<file path="config.mk">
export PLATFORM = sky130hd
export DESIGN_NAME = subband_combiner
export DESIGN_NICKNAME = d
export VERILOG_FILES = /design/src/rtl/subband_pkg.sv /design/src/rtl/subband_combiner_sat_round.sv /design/src/rtl/subband_combiner.sv
export SDC_FILE = /design/constraint.sdc
export NUM_CORES = 2
export LEC_CHECK = 0
export ABC_AREA = 0
export CAP_MARGIN = 10
export CORE_AREA = 2 2 225 449
export CTS_BUF_LIST = sky130_fd_sc_hd__clkbuf_16
export CTS_CLUSTER_SIZE = 10
export DETAILED_ROUTE_END_ITERATION = 8
export DIE_AREA = 0 0 227 451
export PLACE_DENSITY = 0.69
export SLEW_MARGIN = 10
export SYNTH_ARGS = -nofsm -noshare
export SYNTH_HDL_FRONTEND = slang
export SYNTH_SLANG_ARGS = --single-unit
</file>
<file path="constraint.sdc">
create_clock -name clk_en -period 12.5 [get_ports clk_en]
set_input_delay 1.25 -clock clk_en [delete_from_list [all_inputs] [get_ports clk_en]]
set_output_delay 1.25 -clock clk_en [all_outputs]
set_load 0.1 [all_outputs]
</file>
<file path="src/rtl/subband_pkg.sv">
// Shared constants and types for the subband combiner.
// Widths, gain format, unity gain and the FSM state enum.
package subband_pkg;

  localparam int NUM_BANDS = 16;
  localparam int IN_W      = 31;
  localparam int GAIN_W    = 12;
  localparam int GAIN_FRAC = 10;
  localparam int OUT_W     = 12;
  localparam int SHIFT     = 30;
  localparam int PROD_W    = IN_W + GAIN_W;
  localparam int ACC_W     = 48;

  localparam logic signed [GAIN_W-1:0] UNITY_GAIN =
    GAIN_W'(1 << GAIN_FRAC);

  typedef enum logic [1:0] {
    IDLE,
    ACCUM,
    EMIT
  } state_t;

endpackage

</file>
<file path="src/rtl/subband_combiner_sat_round.sv">
// Combinational round-half-up, arithmetic shift and clamp.
// Ports: acc in, y out (OUT_W signed), sat high when clamped.
module sat_round #(
  parameter int ACC_W = 48,
  parameter int OUT_W = 12,
  parameter int SHIFT = 30
) (
  input  logic signed [ACC_W-1:0] acc,
  output logic signed [OUT_W-1:0] y,
  output logic                    sat
);

  localparam logic signed [ACC_W:0] ONE  = (ACC_W+1)'(1);
  localparam logic signed [ACC_W:0] HALF = ONE <<< (SHIFT-1);
  localparam logic signed [ACC_W:0] MAXV =
    (ONE <<< (OUT_W-1)) - ONE;
  localparam logic signed [ACC_W:0] MINV = -MAXV - ONE;

  logic signed [ACC_W:0] rnd;
  logic signed [ACC_W:0] shd;

  // One guard bit so adding the half LSB can never wrap.
  always_comb begin
    rnd = $signed({acc[ACC_W-1], acc}) + HALF;
    shd = rnd >>> SHIFT;
    y   = shd[OUT_W-1:0];
    sat = 1'b0;
    if (shd > MAXV) begin
      y   = MAXV[OUT_W-1:0];
      sat = 1'b1;
    end else if (shd < MINV) begin
      y   = MINV[OUT_W-1:0];
      sat = 1'b1;
    end
  end

endmodule

</file>
<file path="src/rtl/subband_combiner.sv">
// Gain-weighted sum of NUM_BANDS subband samples, one band per cycle.
// Ports: band_in/frame_valid/frame_ready frame in, gain write port,
// out_data/out_valid result, sticky sat_flag/drop_flag, sat_clr.
module subband_combiner
  import subband_pkg::*;
#(
  parameter int NUM_BANDS = subband_pkg::NUM_BANDS,
  parameter int IN_W      = subband_pkg::IN_W,
  parameter int GAIN_W    = subband_pkg::GAIN_W,
  parameter int OUT_W     = subband_pkg::OUT_W,
  parameter int SHIFT     = subband_pkg::SHIFT
) (
  input  logic                         clk_en,
  input  logic                         reset,
  input  logic [NUM_BANDS*IN_W-1:0]    band_in,
  input  logic                         frame_valid,
  output logic                         frame_ready,
  input  logic                         gain_wr_en,
  input  logic [$clog2(NUM_BANDS)-1:0] gain_addr,
  input  logic [GAIN_W-1:0]            gain_data,
  input  logic                         sat_clr,
  output logic [OUT_W-1:0]             out_data,
  output logic                         out_valid,
  output logic                         sat_flag,
  output logic                         drop_flag
);

  localparam int IDX_W = $clog2(NUM_BANDS);
  localparam int MUL_W = IN_W + GAIN_W;

  state_t state, state_n;

  logic        [IDX_W-1:0] band_idx;
  logic signed [IN_W-1:0]  band_snap [NUM_BANDS];
  logic signed [GAIN_W-1:0] gain     [NUM_BANDS];
  logic signed [ACC_W-1:0] acc;
  logic signed [MUL_W-1:0] prod;
  logic signed [OUT_W-1:0] sr_y;
  logic                    sr_sat;
  logic                    last_band;
  logic                    accept;
  logic                    drop_evt;
  logic                    sat_evt;

  assign frame_ready = (state == IDLE);
  assign accept      = (state == IDLE) && frame_valid;
  assign drop_evt    = (state != IDLE) && frame_valid;
  assign sat_evt     = (state == EMIT) && sr_sat;
  assign last_band   = (band_idx == IDX_W'(NUM_BANDS-1));

  assign prod = MUL_W'(band_snap[band_idx])
              * MUL_W'(gain[band_idx]);

  sat_round #(
    .ACC_W (ACC_W),
    .OUT_W (OUT_W),
    .SHIFT (SHIFT)
  ) u_sat_round (
    .acc (acc),
    .y   (sr_y),
    .sat (sr_sat)
  );

  always_ff @(posedge clk_en) begin
    if (reset) state <= IDLE;
    else       state <= state_n;
  end

  always_comb begin
    state_n = state;
    unique case (state)
      IDLE:    if (frame_valid) state_n = ACCUM;
      ACCUM:   if (last_band)   state_n = EMIT;
      EMIT:    state_n = IDLE;
      default: state_n = IDLE;
    endcase
  end

  // Samples are only meaningful after an accept; no reset needed.
  always_ff @(posedge clk_en) begin
    if (accept) begin
      for (int i = 0; i < NUM_BANDS; i++)
        band_snap[i] <= band_in[i*IN_W +: IN_W];
    end
  end

  always_ff @(posedge clk_en) begin
    if (reset) begin
      acc       <= '0;
      band_idx  <= '0;
      out_data  <= '0;
      out_valid <= 1'b0;
      sat_flag  <= 1'b0;
      drop_flag <= 1'b0;
      for (int i = 0; i < NUM_BANDS; i++)
        gain[i] <= UNITY_GAIN;
    end else begin
      out_valid <= 1'b0;
      if (accept) begin
        acc      <= '0;
        band_idx <= '0;
      end
      if (state == ACCUM) begin
        acc      <= acc + ACC_W'(prod);
        band_idx <= band_idx + 1'b1;
      end
      if (state == EMIT) begin
        out_data  <= sr_y;
        out_valid <= 1'b1;
      end
      // ACCUM reads above use the pre-edge gain value.
      if (gain_wr_en)
        gain[gain_addr] <= gain_data;
      sat_flag  <= sat_evt  | (sat_flag  & ~sat_clr);
      drop_flag <= drop_evt | (drop_flag & ~sat_clr);
    end
  end

endmodule

</file>
Yosys cells after proc, flatten, opt, wreduce, memory -nomap -nowiden:

Memory sizes are Yosys's and may differ from the RTL's. A register that Yosys moved wholly into a read port is not among the register bits.
Index checks and enable logic that the tools add are counted.

* $add $sub $neg: 3
* multiply operators: 1
* div/mod/pow operators: 0
* order comparisons: 2
* equal/unequal tests: 5
* shift operators: 0
* muxes and demuxes: 26
* bitwise logic cells: 5
* reductions and logical operators: 8

Operators by type and width (count)
* 48-bit 2-to-1 mux: 2
* 48-bit by 31-bit adder with 49-bit output (second input constant): 1
* 48-bit by 43-bit adder with 48-bit output: 1
* 31-bit by 12-bit multiplier with 43-bit output: 1
* 12-bit 2-to-1 mux: 3
* 4-bit 2-to-1 mux: 7
* 19-bit by 12-bit greater-than comparator with 1-bit output (second input constant): 1
* 19-bit by 12-bit < comparator with 1-bit output (second input constant): 1
* 12-bit OR reduction: 1
* 1-bit 2-to-1 mux: 11
* 4-bit by 1-bit adder with 4-bit output (second input constant): 1
* 4-bit equality test (second input constant): 1
* 2-bit 2-to-1 mux: 2
* 2-bit != test (second input constant): 2
* 2-bit case mux with 2 select lines: 1
* 2-bit nonzero test: 2
* 1-bit logical AND: 3
* 1-bit AND: 2
* 2-bit by 1-bit equality test with 1-bit output (second input constant): 1
* 2-bit equality test (second input constant): 1
* 2-bit logical NOT: 1
* 1-bit OR: 2
* 2-bit AND reduction: 1
* 1-bit NOT: 1

* register bits: 69
* bits in latches: 0
* bits in writable memories: 688
* bits in read-only memories: 0
* bits of input ports: 517
* output and inout bits: 16
* word-level logic and storage cells: 59
* memories kept: 2

Memory list
* band_snap: depth 16, width 31, rd ports 1, clocked after Yosys merged registers in 1, wr ports 16, RTL line subband_combiner.sv:34 `logic signed [IN_W-1:0] band_snap [NUM_BANDS];`
* gain: depth 16, width 12, rd ports 1, clocked after Yosys merged registers in 1, wr ports 16, RTL line subband_combiner.sv:35 `logic signed [GAIN_W-1:0] gain [NUM_BANDS];`

Depth between registers and ports, before layout:

* word-level depth: 6
* mapped depth: 32
* depth with buffers taken out: 29

Cells and area by module:

From an unflattened synthesis, not the netlist that was laid out.

* cell total of the unflattened synthesis: 3084
* area total of the unflattened synthesis: 44345.0 sq um

By module, submodules not included
* subband_combiner: times used 1, cells an instance 3008, area each 43753.2 sq um, sequential area each 22121.2 sq um
* sat_round: times used 1, cells an instance 76, area each 591.8 sq um, sequential area each 0.0 sq um

Least setup slack after synthesis:

OpenSTA, ideal clock, no wires.

* path type: flip-flop to flip-flop
* start point: register state[0]
* end point: memory band_snap[0][0], enable pin
* setup time: 916 ps
* arrival time: 13034 ps
* required time: 11584 ps
* path slack: -1451 ps
* stages on the path, launching flop included: 4
* path buffers: 1
* clock period less this slack: 13951 ps
* cells stage by stage: dfxtp_1 > clkbuf_1 > nor2_1 > and2_1

RTL lines
* start: declaration: RTL line subband_combiner.sv:31 `state_t state, state_n;`
* start signal: assignment: RTL line subband_combiner.sv:66 `else state <= state_n;`
* end: declaration: RTL line subband_combiner.sv:34

==> results.yml <==
critical_path:
  worst-r2r-setup-slack_ns: 3.42
  path_class: "register to register"
  required_ns: 13.05
  worstReg2RegEnd: "acc[43]"
  setup.worst_path.start_class: "register"
  reg2reg_depth: 21
  path_max_fanout: 37
  crit_path_end_kind: "register"
  crit_end: "acc[43]"
  cp.arrival_ns: 9.63
synthesis:
  synthCells: 3087
  async_flop_share: 0
  synth_most_common_cell: "edfxtp_1"
  synth_common_cells: "edfxtp_1 (688), fa_1 (392), nand2_1 (335), inv_1 (288), and2_1 (228)"
  synth_top_cell_area_share: 0.467
  syn-num-nets: 4113
  ys_seq_area_frac: 0.500
  synth_area_sq_um: 44200
  synth_edf_count: 688
  yosysTopAreaCell: "edfxtp_1"
  ys_ff_latch: 761
  ys_types: 58
  ys_warn_count: 0
  synth_flop_cell: "edfxtp_1"
  ys_top_cells_by_area: "edfxtp_1 (47%), fa_1 (18%), mux4_2 (11%)"
  syn_avg_cell_area_sq_um: 14.3
cells_and_area:
  utilization: 0.537
  regArea_sq_um: 22100
  area_delta_synth_final_pct: 20.5
  multi_input_area_sq_um: 20300
  layout.nets: 4573
  fillerInstances: 8236
  layout-drive-gt1-share: 0.108
  final_cells: 4915
grt:
  grt_pass1_wl_mm: 184
  grt_pass1_vias: 29500
  antenna_found_initial: 12
  grt_usage: 0.247
  grt_start_max_net_pins: 184
  grt_overflow: 0
sta:
  rsz0062_at_grt: "false"
  fin_worst_skew_ns: 0.0685
  hold_slack_ns: 0.459
  maxSlewViolCount: 0
  finalCritPeriodShare: 0.726
  min_period_ns: 9.08
  setup_viol: 0
  max_freq_mhz: 110
  maxSlewHeadroom: 0.203
  tightest_slew_ns: 1.20
  setup_tns_ns: 0
  final-hold-violation-count: 0
run_status:
  status: "completed"
clocking:
  post-cts-setup-buffers: 0
  clock-sinks: 761
  cts_tree: "done"
  root_buffer: "clkbuf_16"
  cts-resized-gates: 0
  clk_pin_slew_ns: 0.06
  insertion_delay_ns: 0.72
  cts_hold_buffers: 0
  numCtsBuffers: 88
  clk_path_buf_depth: 3
  htree_levels: 3
place:
  place_inst: 4784
  numPortBuffers: 532
  dp_hpwl_mm: 93.3
  gp_congestion: 0.895
routing:
  wire_per_inst_microns: 25.1
  viasPerCell: 5.46
  drtIter0Drc: 2163
  wl_mm: 123
  drc: 0
  ant_nets: 0
  vias: 26800
  first_pass_iters: 6
die:
  ios: 533
  rows: 164
  core-area_sq_um: 99300
  start_util: 0.445
  die_area_sq_um: 102000
  die_h_microns: 451
  die_x_microns: 227
worst_hold_path:
  hold_class: "register to register"
job:
  maxCapViolCount: 0
[stage by stage]
stage          area [sq um]  setup slack, ns
3_3_place_gp          50700             3.45
5_1_grt               53300             2.80
4_1_cts               53200             3.31
3_5_place_dp          50700             3.34
6_report              53300             3.42
2_1_floorplan         44200             4.06
[logic make-up after synthesis]
kind of cell | synth area share
fa+ha+maj | 0.211
xor+xnor | 0.0119
flops | 0.500
compound gates | 0.0327
buf+inv | 0.0410
mux | 0.110
simple gates | 0.0942
[state kept, by name, summed over array words and instances (netlist names), named ones only]
signal     flops
acc           48
out_valid      1
gain         192
sat_flag       1
state          2
drop_flag      1
band_snap    496
band_idx       4
out_data      12
[layout make-up]
| cell class | instances | share of cell area |
|---|---|---|
| diodes | 6 | 0.000282 |
| well taps | 1328 | 0.0312 |
| multi-input cells | 1856 | 0.381 |
| flip-flops and latches | 761 | 0.415 |
| inverters | 289 | 0.0204 |
| clock buffers | 88 | 0.0413 |
| repair buffers | 551 | 0.104 |
| clock inverters | 36 | 0.00606 |
[worst min-delay path by stage]
stage	to	cells after the start	slack, ns	startpoint
final	drop_flag	2	0.46	drop_flag
after global routing	out_data[11]	2	0.48	out_data[11]
after CTS	drop_flag	2	0.46	drop_flag
after detailed placement	acc[6]	2	0.45	acc[6]
after global placement	out_data[11]	2	0.44	out_data[11]
after floorplan	acc[10]	2	0.43	acc[10]
[placed cells by master (no fill, tap or decap), types with 5 or more instances in the layout]
master           instances
a21o_1                  25
mux4_2                 211
diode_2                  6
and2_1                 227
nor2_1                  96
ha_1                   117
clkinv_2                 5
a21oi_1                 54
xnor2_1                 31
nand2b_1                14
or3_1                   14
o21ai_0                 66
nand4_1                  9
nand2_1                335
a31oi_1                 11
or2_2                   21
xor2_1                  29
edfxtp_1               688
o21bai_1                 8
nor2b_1                 62
clkinv_16                6
buf_4                   14
inv_1                  309
mux2_2                   5
dfxtp_1                 69
nand3_1                 22
nor3_1                  17
fa_1                   392
a22o_1                  11
and3_1                   9
o211ai_2                10
clkbuf_16               88
clkdlybuf4s50_1        532
[metal layers]
layer / share of wire / vias to the layer above / track usage / wire [microns]
li1: - / 11600 / - / -
met1: 0.36 / 13700 / 0.294 / 44800
met2: 0.51 / 1197 / 0.427 / 62600
met3: 0.085 / 232 / 0.0624 / 10500
met4: 0.043 / 12 / 0.0997 / 5320
met5: 0.00060 / - / 0 / 74
[worst max-delay path, cell delays in order (launching register included)]
cell	delay, ns
dfxtp_4	0.86
buf_4	0.71
mux4_2	0.59
mux4_2	0.69
nand2_1	0.23
inv_1	0.09
fa_1	1.15
fa_1	0.58
fa_1	0.50
fa_1	0.58
fa_1	0.42
ha_1	0.29
ha_1	0.42
nand2_1	0.10
o21ai_0	0.24
nor2_1	0.10
a31o_2	0.25
nor2_1	0.29
a21oi_1	0.17
o31a_1	0.27
xnor2_1	0.13
a22o_1	0.18
Power is not shown: default switching activity piles up to over one toggle a cycle in this logic, so the estimate is an artifact.
